<file path="src/rtl/hazard_ctrl.sv">
// Pipeline stall/flush controller: load-use, taken branch, dmem wait states, dmem timeout.
// Latency: stall/flush combinational, halted_o/stall_cnt_o registered; dmem not-ready holds PC..EX2MEM.
module hazard_ctrl #(
  parameter int MEM_TIMEOUT = 256,
  parameter int CNT_W       = 32
) (
  input  logic             ACLK,
  input  logic             ARESETn,
  input  logic [4:0]       id_rs1_i,
  input  logic [4:0]       id_rs2_i,
  input  logic             id_use_rs1_i,
  input  logic             id_use_rs2_i,
  input  logic [4:0]       ex_rd_i,
  input  logic             ex_is_load_i,
  input  logic             ex_br_taken_i,
  input  logic             mem_req_i,
  input  logic             mem_ready_i,
  output logic             stall_pc_o,
  output logic             stall_if2id_o,
  output logic             stall_id2ex_o,
  output logic             stall_ex2mem_o,
  output logic             flush_if2id_o,
  output logic             flush_id2ex_o,
  output logic             flush_mem2wb_o,
  output logic             halted_o,
  output logic [CNT_W-1:0] stall_cnt_o
);

  localparam int WW = $clog2(MEM_TIMEOUT) + 1;

  typedef enum logic [1:0] {S_INIT, S_RUN, S_MEM_WAIT, S_HALT} state_t;

  state_t        state, nxt_state;
  logic [WW-1:0] wait_cnt, nxt_wait_cnt;
  logic          mem_stall;
  logic          load_use;

  assign mem_stall = mem_req_i & ~mem_ready_i;
  assign load_use  = ex_is_load_i & (ex_rd_i != 5'd0) &
                     ((id_use_rs1_i & (id_rs1_i == ex_rd_i)) |
                      (id_use_rs2_i & (id_rs2_i == ex_rd_i)));

  always_ff @(posedge ACLK or negedge ARESETn) begin
    if (!ARESETn) begin
      state    <= S_INIT;
      wait_cnt <= '0;
      halted_o <= 1'b0;
    end else begin
      state    <= nxt_state;
      wait_cnt <= nxt_wait_cnt;
      halted_o <= (nxt_state == S_HALT);
    end
  end

  always_comb begin
    nxt_state    = state;
    nxt_wait_cnt = wait_cnt;
    case (state)
      S_INIT: nxt_state = S_RUN;
      S_RUN: begin
        if (mem_stall) begin
          nxt_state    = S_MEM_WAIT;
          nxt_wait_cnt = WW'(1);
        end
      end
      S_MEM_WAIT: begin
        // A dropped request is treated like completion.
        if (!mem_stall) begin
          nxt_state    = S_RUN;
          nxt_wait_cnt = '0;
        end else if (wait_cnt == WW'(MEM_TIMEOUT - 1)) begin
          nxt_state = S_HALT;
        end else begin
          nxt_wait_cnt = wait_cnt + WW'(1);
        end
      end
      S_HALT: nxt_state = S_HALT;
      default: nxt_state = S_INIT;
    endcase
  end

  always_comb begin
    stall_pc_o     = 1'b0;
    stall_if2id_o  = 1'b0;
    stall_id2ex_o  = 1'b0;
    stall_ex2mem_o = 1'b0;
    flush_if2id_o  = 1'b0;
    flush_id2ex_o  = 1'b0;
    flush_mem2wb_o = 1'b0;
    case (state)
      S_INIT: begin
        stall_pc_o     = 1'b1;
        flush_if2id_o  = 1'b1;
        flush_id2ex_o  = 1'b1;
        flush_mem2wb_o = 1'b1;
      end
      S_RUN, S_MEM_WAIT: begin
        // EX is frozen during a dmem stall, so branch/load-use re-present afterwards.
        if (mem_stall) begin
          stall_pc_o     = 1'b1;
          stall_if2id_o  = 1'b1;
          stall_id2ex_o  = 1'b1;
          stall_ex2mem_o = 1'b1;
          flush_mem2wb_o = 1'b1;
        end else if (ex_br_taken_i) begin
          flush_if2id_o = 1'b1;
          flush_id2ex_o = 1'b1;
        end else if (load_use) begin
          stall_pc_o    = 1'b1;
          stall_if2id_o = 1'b1;
          flush_id2ex_o = 1'b1;
        end
      end
      default: begin
        stall_pc_o     = 1'b1;
        stall_if2id_o  = 1'b1;
        stall_id2ex_o  = 1'b1;
        stall_ex2mem_o = 1'b1;
        flush_mem2wb_o = 1'b1;
      end
    endcase
  end

  always_ff @(posedge ACLK or negedge ARESETn) begin
    if (!ARESETn) begin
      stall_cnt_o <= '0;
    end else if (stall_pc_o && (stall_cnt_o != {CNT_W{1'b1}})) begin
      stall_cnt_o <= stall_cnt_o + CNT_W'(1);
    end
  end

endmodule

</file>
<file path="config.mk">
export PLATFORM = sky130hd
export DESIGN_NAME = hazard_ctrl
export DESIGN_NICKNAME = d
export VERILOG_FILES = /design/src/rtl/hazard_ctrl.sv
export SDC_FILE = /design/constraint.sdc
export NUM_CORES = 1
export LEC_CHECK = 0
export ABC_AREA = 1
export ABC_CLOCK_PERIOD_IN_PS = 4600
export CAP_MARGIN = 40
export CORE_MARGIN = 8
export CORE_UTILIZATION = 35
export CTS_CLUSTER_DIAMETER = 200
export CTS_CLUSTER_SIZE = 20
export DETAILED_ROUTE_END_ITERATION = 10
export PLACE_DENSITY_LB_ADDON = 0.2
export SLEW_MARGIN = 25
export SYNTH_ARGS = -nofsm -noshare
export SYNTH_HDL_FRONTEND = slang
export SYNTH_SLANG_ARGS = --single-unit
</file>
<file path="constraint.sdc">
create_clock -name ACLK -period 4.6 [get_ports ACLK]
set_input_delay 0.92 -clock ACLK [delete_from_list [all_inputs] [get_ports ACLK]]
set_output_delay 0.92 -clock ACLK [all_outputs]
set_load 0.005 [all_outputs]
</file>
After elaboration in Yosys (flattened, before gate mapping)
Cells that the tools add are included.
- register bits after elaboration: 44
- input port bits: 23
- output and inout port bits: 40
- word-level logic and storage cells: 51
- add/sub/neg operators: 2
- equal/unequal tests: 10
- mux-type cells: 22
- bitwise operators: 7
- reductions and logical operators: 6
- operators by type and width (kind ; count):
    $add 32x1->32 const B ; 1
    $ne 32x32->1 const B ; 1
    $mux 9 ; 3
    $pmux 9 s2 ; 1
    $eq 5x5->1 ; 2
    $mux 1 ; 10
    $add 9x1->9 const B ; 1
    $eq 9x8->1 const B ; 1
    $pmux 1 s2 ; 4
    $pmux 2 s4 ; 1
    $eq 2x2->1 const B ; 3
    $mux 2 ; 3
    $and 1x1->1 ; 5
    $reduce_bool 5->1 ; 1
    $ne 3x3->1 const B ; 1
    $reduce_and 3->1 ; 1
    $eq 2x1->1 const B ; 1
    $logic_not 2->1 ; 1
    $ne 2x2->1 const B ; 1
    $reduce_bool 2->1 ; 1
    $reduce_or 2->1 ; 1
    $logic_and 1x1->1 ; 1
    $not 1->1 ; 1
    $or 1x1->1 ; 1

Logic depth before layout (Yosys ltp)
Gate-level depths: netlist of the first run.
- depth after elaboration: 9
- mapped depth: 12
- mapped depth without buffers: 12

Least setup slack after synthesis of the first run
OpenSTA, ideal clock, no wires.
- path kind: input to output
- start point: input port mem_req_i
- end point: output port flush_id2ex_o
- arrival: 1716 ps
- required time: 3680 ps
- slack: 1964 ps
- stages: 6
- buffers on the path: 0
- path through: inv_1 > nor2_2 > nor2_1 > nand2_1 > o21ai_0 > o21bai_1
- longest elaborated chain between the ends: 3
- ends and longest elaborated chain (item ; RTL line ; text):
    start, declared ; 16 ; input logic mem_req_i,
    $and 1x1->1 ; 38 ; assign mem_stall = mem_req_i & ~mem_ready_i;
    $mux 1 ; 99 ; if (mem_stall) begin
    $pmux 1 s2 ; 90 ; case (state)
    end, declared ; 23 ; output logic flush_id2ex_o,
No other way between the ends.

Worst setup path in the final report of the first run
- start point: input port ex_rd_i[0]
- end point: output port stall_if2id_o
- longest elaborated chain between the ends: 8
- elaborated cells between the ends (all ways): 12
- those cells by class: 2 x eq/ne; 4 x mux; 5 x bitwise; 1 x reduce/logical
- ends and longest elaborated chain (item ; RTL line ; text):
    start, declared ; 13 ; input logic [4:0] ex_rd_i,
    $eq 5x5->1, on equally long branches ; 40, 41 ;
    $and 1x1->1, on equally long branches ; 40, 41 ;
    $or 1x1->1 ; 40 ; ((id_use_rs1_i & (id_rs1_i == ex_rd_i)) |
    $and 1x1->1 * ; 39 ; assign load_use = ex_is_load_i & (ex_rd_i != 5'd0) &
    $mux 1 * ; 108 ; end else if (load_use) begin
    $mux 1 * ; 105 ; end else if (ex_br_taken_i) begin
    $mux 1 * ; 99 ;
    $pmux 1 s2 * ; 90 ;
    end, declared ; 19 ; output logic stall_if2id_o,
Mark *: on every way between the ends. The rest lies on a longest branch, timed or not.

==> results.md, run 1 <==
* CP Class: in2out
* Mapped Area at 3232 um2
* Hold path depth at 1
* Ys flop type: dfrtp_1
* Initial antenna violation count at 0
* Post-synth EDFFs at 0
* Async SR Flop Fraction at 1.000
* Via count at 3178
* R2R Path End: wait_cnt[3]
* Wire length per cell at 13.27 um
* Final instance area at 4048 um2
* Leak pwr at 1.993 nW
* Delay of the slowest cell on the worst path at 540 ps
* Setup Viol. Count Final at 0
* HPWL after detailed placement at 6.930 mm
* Gpl congestion at 0.8852
* Diode count at 0
* Final antenna-violating net count at 0
* Cts bufs inserted at 5
* Hold_buf cts at 0
* WHS Endpoint: wait_cnt[3]
* H-tree depth at 2
* Die area at 12560 um2
* Post-route DRC at 0
* Initial drt markers at 160
* R2R Setup Slk at 2390 ps
* Max-cap violations at 0
* R2R cell count at 11
* Hold_sp: wait_cnt[3]
* Dominant cells by area after synthesis: dfrtp_1, nand2_1, nand3_1, inv_1, nor2_1
* Die Wd at 112.1 um
* Netlist cell types at 36
* CP Launch Type: input pin
* Post CTS Setup Buffer Count at 0
* Count of warnings emitted by yosys at 0
* Syn_nets at 514
* Setup TNS at 0 ps
* Top fanout value on the critical path at 3
* Metal2 WL at 4.154 mm
* Worst Setup Slack, final at 987.4 ps
* Worst hold slack at 533.5 ps
* Worst vdd ir at 0.2714 mV
* Overall power at 1.336 mW
* Num ports at 63
* Die Y at 112.1 um
* Via-to-Cell Ratio at 4.837
* Minimum clock period at 3613 ps
* Critical-path cell list: clkdlybuf4s50_1 > inv_1 > nand2_1 > nand2_1 > nor2_1 > nand3_1 > nand2_1 > nand3_1 > a22oi_1 > clkdlybuf4s50_1
* Reg2reg start: wait_cnt[0]
* Worst EP arrival at 2690 ps
* #FFs+latches synth at 44
* DR WL met3 at 334 um
* RSZ-0062 raised after global routing: no
* Hold Path Class: reg2reg
* Worst-margin pin slew at 584.2 ps
* Layout Utilization at 0.4444
* Clk sinks at 44
* Fin. Hold Viols at 0
* Most used cell, CP: nand2_1
* Placeable Area at 9109 um2
* Cts repair resizes at 0
* Commonest cells in the synthesized netlist: nand2_1, inv_1, nor2_1
* Final net count at 576
* Total global-route track usage at 0.1427
* Initial Utilization at 0.3548
* Port Buffers at 62
* Highest Clock Rate at 276.8 MHz
* Row cnt at 35
* Worst skew pair latency at 310 ps
* Pwr Density at 330.1 nW/um2
* Drt first pass iters at 4
* CTS max path bufs at 2
* Area Growth Syn to Fin at 25.24%
* Pre-CTS setup slack at 985.2 ps
* Post-synthesis sequential area ratio at 0.3407
* Dominant cell type by area after synthesis: dfrtp_1
* Fill cells at 965
* Post-Place Cells at 649
* Global-route wire length before repair at 14.86 mm
* Largest net degree at the start of global routing at 39
* Vias in the first global route at 3079
* Share of cells above drive strength 1 at 0.05678
* Max-slew headroom at 0.6106
* Final clock skew at 16.91 ps
* Clock Tree Root: clkbuf_8
* Avg Inst Size Synth at 6.691 um2
* Final Max Tran Viols at 0
* CP required at 3680 ps
* CTS tree: done
* Max Used Layer: met4
* Count leader, synth: nand2_1
* Post-Syn Instances at 483
* Wl on met1 at 4.153 mm
* Gr ovfl total at 0
* Non-filler cells, final at 657
* Endpoint class of the critical path: output port
* DP Area at 3954 um2
* Critical Path Slowest Stage Cell: clkdlybuf4s50_1
* Final worst-path cycle share at 0.7854
* Status: complete, no violations
* Final wirelength at 8.720 mm
* Worst-path clk slew at 100 ps
* Area share of the largest cell type after synthesis at 0.3407
==> critical path: cells and delay by family <==
family / cells / cell delay [ps]
compound gates: 1 / 160
simple gates: 6 / 480
buf+inv: 3 / 1130
==> cells by family (layout without fill, tap and decap cells) <==
group / Yosys count / count (layout) / share of synthesized area
and+or+nand+nor: 318 / 318 / 0.4410
adders and majority gates: 8 / 8 / 0.03097
AOI/OAI and AO/OA: 25 / 25 / 0.04530
buffers and inverters: 69 / 132 / 0.09059
DFF: 44 / 44 / 0.3407
xor gates and xnor gates: 19 / 19 / 0.05149
==> cells in the final DEF (no fill, tap or decap), drive strengths merged <==
cell type,instances
o21ai,13
buf,3
ha,8
a32o,1
nor3,8
a21oi,5
clkdlybuf4s50,61
o22ai,2
nor2,59
nand3b,6
clkinvlp,1
o21bai,1
nand4,10
clkinv,1
a22oi,1
nand2,183
xnor2,6
clkbuf,5
and2,1
dfrtp,44
inv,61
o21a,2
nand3,49
xor2,13
and3,2
==> cell type report <==
type                       count  area [um2]  area share
multi-input combinational    370        1838      0.4541
clock buffer                   5       68.82     0.01700
sequential                    44        1101      0.2720
tap                          111       138.9     0.03431
timing repair buffer          64       650.6      0.1607
inverter                      60       225.2     0.05564
clock inverter                 3       25.02    0.006182
==> flip-flops by register name (all words and copies together) (netlist names) <==
name,count
stall_cnt_o,32
state,2
wait_cnt,9
halted_o,1
==> layer usage <==
metal,up-vias,GRT usage
li1,1643,-
met1,1476,0.1832
met2,50,0.2385
met3,9,0.03113
met4,0,0.03327
met5,-,0
==> power by group <==
part	switching, mW	internal, mW
Sequential	0.0638	0.428
Combinational	0.329	0.256
Clock	0.149	0.111
Total	0.542	0.794
==> how the worst max path moves through the flow <==
stage | startpoint | to | cells past startpoint
floorplan | mem_req_i | flush_id2ex_o | 6
global placement | mem_ready_i | flush_id2ex_o | 7
detailed placement | mem_ready_i | flush_id2ex_o | 7
CTS | mem_ready_i | flush_id2ex_o | 7
global route | ex_rd_i[4] | stall_if2id_o | 10
finish | ex_rd_i[0] | stall_if2id_o | 10
Power figures use the tool's default switching activity.
==> run 2, diff against run 1 <==
- ABC_CLOCK_PERIOD_IN_PS: 4600 -> 3500
- clock period: 4.6 -> 3.5 ns (I/O delays scaled with it)
==> run 2 against run 1 <==
- combinational power increased by 31%
- global-route usage down 0.073 points
- critical path depth down 3
- critical path type unchanged
- largest cell class unchanged
==> results.md, run 2 (synthesis gave the netlist of run 1 again) <==
* Most used cell, CP: clkdlybuf4s50_1 (was nand2_1)
* Via-to-Cell Ratio at 4.770 (was 4.837)
* CP required at 2800 ps (was 3680 ps)
* Highest Clock Rate at 315.4 MHz
* R2R cell count at 11 (unchanged)
* Gpl congestion at 0.8852 (unchanged)
* Die Y at 112.1 um (unchanged)
* Reg2reg start: wait_cnt[0] (unchanged)
* Placeable Area at 9109 um2 (unchanged)
* Flop pwr share at 0.367 (was 0.368)
* Clk sinks at 44 (unchanged)
* Final instance area at 4048 um2 (unchanged)
* Final net count at 576 (unchanged)
* Critical path buffer and inverter count at 2 (was 3)
* Crit path depth at 7 (was 10)
* Final antenna-violating net count at 0 (unchanged)
* Pint at 1.044 mW (was 0.7944 mW)
* Setup Viol. Count Final at 0 (unchanged)
* Final wirelength at 8.739 mm (was 8.720 mm)
* RSZ-0062 raised after global routing: no (unchanged)
* Leak pwr at 1.993 nW (unchanged)
* HPWL after detailed placement at 6.903 mm (was 6.930 mm)
* CP Class: in2out (unchanged)
* Top reg by flops: stall_cnt_o (unchanged)
* Fill cells at 962 (was 965)
* DP Area at 3954 um2 (unchanged)
* Via count at 3134 (was 3178)
* Initial drt markers at 165 (was 160)
* Port Buffers at 62 (unchanged)
* Switch Pwr at 0.7178 mW (was 0.5415 mW)
* Top delay family on crit path: buffers and inverters (unchanged)
* Total global-route track usage at 0.1419 (was 0.1427)
* Share of cells above drive strength 1 at 0.05678 (unchanged)
* Endpoint class of the critical path: output port (unchanged)
* R2R Setup Slk at 1310 ps (was 2390 ps)
* Fin. Hold Viols at 0 (unchanged)
* Worst-margin pin slew at 569.8 ps (was 584.2 ps)
* H-tree depth at 2 (unchanged)
* Cts bufs inserted at 5 (unchanged)
* Final clock skew at 17.97 ps (was 16.91 ps)
* Hold_buf cts at 0 (unchanged)
* Final Max Tran Viols at 0 (unchanged)
* Critical-path cell list: clkdlybuf4s50_1 > nor2_2 > nor2_1 > nand2_1 > o21ai_0 > o21bai_1 > clkdlybuf4s50_1 (was clkdlybuf4s50_1 > inv_1 > nand2_1 > nand2_1 > nor2_1 > nand3_1 > nand2_1 > nand3_1 > a22oi_1 > clkdlybuf4s50_1)
* Max-cap violations at 0 (unchanged)
* Worst Setup EP: flush_id2ex_o (was stall_if2id_o)
* Max-slew headroom at 0.6201 (was 0.6106)
* Status: complete, no violations (unchanged)
* Initial Utilization at 0.3548 (unchanged)
* Setup TNS at 0 ps (unchanged)
* Die area at 12560 um2 (unchanged)
* Minimum clock period at 3170 ps
* Diode count at 0 (unchanged)
* Worst hold slack at 368.8 ps (was 533.5 ps)
* Final worst-path cycle share at 0.9058
* Vias in the first global route at 3126 (was 3079)
* Non-filler cells, final at 657 (unchanged)
* Hold Path Class: in2async (was reg2reg)
* Cts repair resizes at 0 (unchanged)
* Critical Path Slowest Stage Cell: clkdlybuf4s50_1 (unchanged)
* Clock share of power at 0.196 (was 0.194)
* Top flop regs: stall_cnt_o x32, wait_cnt x9, state x2 (unchanged)
* Post-route DRC at 0 (unchanged)
* Switch share at 0.4074 (was 0.4054)
* Drt first pass iters at 5 (was 4)
* CTS max path bufs at 2 (unchanged)
* Global-route wire length before repair at 14.88 mm (was 14.86 mm)
* Num ports at 63 (unchanged)
* Row cnt at 35 (unchanged)
* Clock Tree Root: clkbuf_8 (unchanged)
* Layout Utilization at 0.4444 (unchanged)
* Post CTS Setup Buffer Count at 0 (unchanged)
* Pwr Density at 435.3 nW/um2 (was 330.1 nW/um2)
* CP Launch Point: mem_ready_i (was ex_rd_i[0])
* Largest net degree at the start of global routing at 39 (unchanged)
* Flip-flop count of the largest register after layout at 32 (unchanged)
* Worst vdd ir at 0.3578 mV (was 0.2714 mV)
* CTS tree: done (unchanged)
* Area Growth Syn to Fin at 25.24% (unchanged)
* Comb power frac at 0.437 (was 0.438)
* Worst skew pair latency at 310 ps (about the same)
* Post-Place Cells at 649 (unchanged)
* Delay of the slowest cell on the worst path at 520 ps (was 540 ps)
* Top fanout value on the critical path at 5 (was 3)
* Wire length per cell at 13.30 um (was 13.27 um)
* CP Launch Type: input pin (unchanged)
* Commonest non-fill, non-tap cell in the layout: nand2_1 (unchanged)
* Worst-path clk slew at 100 ps (about the same)
* Worst EP arrival at 2470 ps (was 2690 ps)
* Gr ovfl total at 0 (unchanged)
* Initial antenna violation count at 0 (unchanged)
* R2R Path End: wait_cnt[3] (unchanged)
* Die Wd at 112.1 um (unchanged)
* Commonest cells after routing, fill and taps aside: nand2_1, clkdlybuf4s50_1, inv_1, nor2_1, nand3_1 (unchanged)
## run 2: power groups by stage
stage                     clock network, mW  registers [mW]  logic [mW]
after CTS                             0.356           0.647       0.782
after global placement                    0           0.656       0.771
after global routing                  0.373           0.660       0.868
final                                 0.345           0.647       0.769
after floorplan                           0           0.639       0.505
after detailed placement                  0           0.655       0.777
## run 2: worst register-to-register path, stage by stage, from the launching register on
cell	delay (ps)
dfrtp_1	410
ha_1	220
nand3_1	110
nor2_1	160
nand3_1	120
nor2_1	120
ha_1	200
inv_1	90
o21ai_2	330
inv_2	150
o21ai_0	110
o21a_1	140
## run 2: area by class of cell
class	instances	area [um2]	area share
Multi-Input combinational cell	370	1838	0.4541
Sequential cell	44	1101	0.2720
Timing Repair Buffer	64	650.6	0.1607
Inverter	60	225.2	0.05564
Tap cell	111	138.9	0.03431
Clock buffer	5	68.82	0.01700
Clock inverter	3	25.02	0.006182
## run 2: worst min-delay path by stage
stage,startpoint,end,cells after the start
floorplan,ARESETn,halted_o,0
global placement,wait_cnt[3],wait_cnt[3],1
detailed placement,wait_cnt[3],wait_cnt[3],1
CTS,ARESETn,wait_cnt[2],1
global route,ARESETn,wait_cnt[2],1
finish,ARESETn,wait_cnt[2],1
## run 2: routing by layer
metal	up-vias	track usage	wire, um
met4	0	0.03237	114
li1	1635	-	-
met1	1453	0.1791	4087
met5	-	0	0
met2	37	0.2405	4175
met3	9	0.03221	361
## run 2: metrics by stage
step,power (mW),setup slack [ps]
after floorplan,1.144,1304
after global placement,1.427,374.4
after detailed placement,1.432,324.6
after CTS,1.784,326.4
after global routing,1.901,156.4
final,1.762,329.5
==> run 3, diff against run 2 <==
- ABC_CLOCK_PERIOD_IN_PS: 3500 -> unset
- PLACE_DENSITY_LB_ADDON: 0.2 -> 0.3
==> run 3 against run 2 <==
- global-route usage is 0.26 points higher
- sequential share of layout area is 0.18 points lower
- register-to-register slack hardly changed
- first-iteration DRC count is 31% lower
- via count is 2.0% higher
- fmax hardly changed
- count of clock-buffer cells in the layout is 1 higher
- cell area is 0.68% higher
- critical endpoint unchanged
- largest cell class unchanged
- highest routed layer unchanged
==> results.md, run 3 (synthesis gave the netlist of run 1 again) <==
* Post CTS Setup Buffer Count at 0 (unchanged)
* Top reg by flops: stall_cnt_o (unchanged)
* Initial drt markers at 114 (was 165)
* RSZ-0062 raised after global routing: no (unchanged)
* Port Buffers at 62 (unchanged)
* Final instance area at 4075 um2 (was 4048 um2)
* Diode count at 0 (unchanged)
* CTS tree: done (unchanged)
* Largest net degree at the start of global routing at 39 (unchanged)
* Worst-path clk slew at 90 ps (was 100 ps)
* Max-slew headroom at 0.6313 (was 0.6201)
* Commonest cells after routing, fill and taps aside: nand2_1, clkdlybuf4s50_1, inv_1, nor2_1, nand3_1 (unchanged)
* Clock share of power at 0.229 (was 0.196)
* Num ports at 63 (unchanged)
* Hold Path Class: in2async (unchanged)
* HPWL after detailed placement at 7.017 mm (was 6.903 mm)
* Initial Utilization at 0.3548 (unchanged)
* Row cnt at 35 (unchanged)
* Pre-CTS setup slack at 321.9 ps (was 324.6 ps)
* Setup Viol. Count Final at 0 (unchanged)
* CP Launch Type: input pin (unchanged)
* Fin. Hold Viols at 0 (unchanged)
* Status: complete, no violations (unchanged)
* Share of cells above drive strength 1 at 0.05678 (unchanged)
* Endpoint class of the critical path: output port (unchanged)
* H-tree depth at 2 (unchanged)
* Leak pwr at 2.009 nW (was 1.993 nW)
* Cts repair resizes at 0 (unchanged)
* Wire length per cell at 13.53 um (was 13.30 um)
* Flip-flop count of the largest register after layout at 32 (unchanged)
* Global-route wire length before repair at 15.17 mm (was 14.88 mm)
* Worst-margin pin slew at 553.1 ps (was 569.8 ps)
* CP required at 2800 ps (about the same)
* CP Class: in2out (unchanged)
* Hold_buf cts at 0 (unchanged)
* Final clock skew at 10.10 ps (was 17.97 ps)
* Commonest non-fill, non-tap cell in the layout: nand2_1 (unchanged)
* Pwr Density at 453.0 nW/um2 (was 435.3 nW/um2)
* Top fanout value on the critical path at 5 (unchanged)
* DP Area at 3954 um2 (unchanged)
* Gr ovfl total at 0 (unchanged)
* Final wirelength at 8.889 mm (was 8.739 mm)
* Via count at 3198 (was 3134)
* Flop pwr share at 0.352 (was 0.367)
* Initial antenna violation count at 0 (unchanged)
* Final worst-path cycle share at 0.9054 (was 0.9058)
* R2R Setup Slk at 1320 ps (was 1310 ps)
* Highest Clock Rate at 315.6 MHz (was 315.4 MHz)
* Clk sinks at 44 (unchanged)
* Top flop regs: stall_cnt_o x32, wait_cnt x9, state x2 (unchanged)
* Final antenna-violating net count at 0 (unchanged)
* Die Wd at 112.1 um (unchanged)
* Cts bufs inserted at 5 (unchanged)
* Via-to-Cell Ratio at 4.868 (was 4.770)
* Worst Setup Slack, final at 330.9 ps (was 329.5 ps)
* Drt first pass iters at 4 (was 5)
* Pint at 1.132 mW (was 1.044 mW)
* CTS max path bufs at 2 (unchanged)
* Minimum clock period at 3169 ps (was 3170 ps)
* Worst skew pair latency at 300 ps (was 310 ps)
* Switch Pwr at 0.7138 mW (was 0.7178 mW)
* Max-cap violations at 0 (unchanged)
* Clock Tree Root: clkbuf_8 (unchanged)
* Post-route DRC at 0 (unchanged)
* Die area at 12560 um2 (unchanged)
* Area Growth Syn to Fin at 26.09% (was 25.24%)
* Total global-route track usage at 0.1445 (was 0.1419)
* Final Max Tran Viols at 0 (unchanged)
* Vias in the first global route at 3172 (was 3126)
* Comb power frac at 0.419 (was 0.437)
* Gpl congestion at 0.8584 (was 0.8852)
* Die Y at 112.1 um (unchanged)
* Setup TNS at 0 ps (unchanged)
* Final net count at 576 (unchanged)
* Worst EP arrival at 2470 ps (about the same)
* Worst vdd ir at 0.3476 mV (was 0.3578 mV)
* Placeable Area at 9109 um2 (unchanged)
* Switch share at 0.3867 (was 0.4074)
## run 3: cell types whose count changed in the layout (fill, tap and decap cells not counted), sizes merged
cell,change
bufinv,+1
clkinv,+1
clkinvlp,-1
clkbuf,+1
inv,-2
## run 3: final cells by class
cell class                 instances  area (um2)
inverter                          60       225.2
fill                             921        5034
timing repair buffer              64       650.6
clock buffer                       6       82.58
multi-input combinational        370        1838
clock inverter                     2       38.79
tap                              111       138.9
sequential                        44        1101
## run 3: path summary, 6_finish.rpt
check	startpoint	end	cells past startpoint
worst max-delay path	mem_ready_i	flush_id2ex_o	7
max in group asynchronous	ARESETn	stall_cnt_o[3]	2
min in group ACLK	wait_cnt[1]	wait_cnt[1]	1
worst min register to register	wait_cnt[1]	wait_cnt[1]	1
worst max register to register	wait_cnt[0]	wait_cnt[3]	11
worst min-delay path	ARESETn	wait_cnt[2]	1
## run 3: layer usage
| layer | vias to the layer above | share of wire | global-route usage |
|---|---|---|---|
| met5 | - | 0 | 0 |
| met4 | 0 | 0.021 | 0.03957 |
| met3 | 15 | 0.046 | 0.04187 |
| met2 | 50 | 0.47 | 0.2381 |
| met1 | 1498 | 0.46 | 0.1800 |
| li1 | 1635 | - | - |
## run 3: power by group through the flow
stage / Clock, mW / Sequential (mW) / Combinational [mW]
final: 0.422 / 0.650 / 0.774
after global routing: 0.451 / 0.661 / 0.871
after CTS: 0.426 / 0.649 / 0.783
after detailed placement: 0 / 0.657 / 0.777
after global placement: 0 / 0.654 / 0.762
after floorplan: 0 / 0.639 / 0.505
## run 3: critical path: stages
cell and delay (ps):
clkdlybuf4s50_1 470, nor2_2 60, nor2_1 250, nand2_1 110
o21ai_0 220, o21bai_1 140, clkdlybuf4s50_1 520
## run 3: metrics by stage
step	instances	util	hold WS [ps]	total power, mW
after global routing	657	0.4474	398.9	1.983
final	657	0.4474	366.6	1.846
after floorplan	483	-	404.4	1.144
after detailed placement	649	0.4341	519.7	1.434
after global placement	648	0.4310	502.8	1.416
after CTS	657	0.4474	391.3	1.858
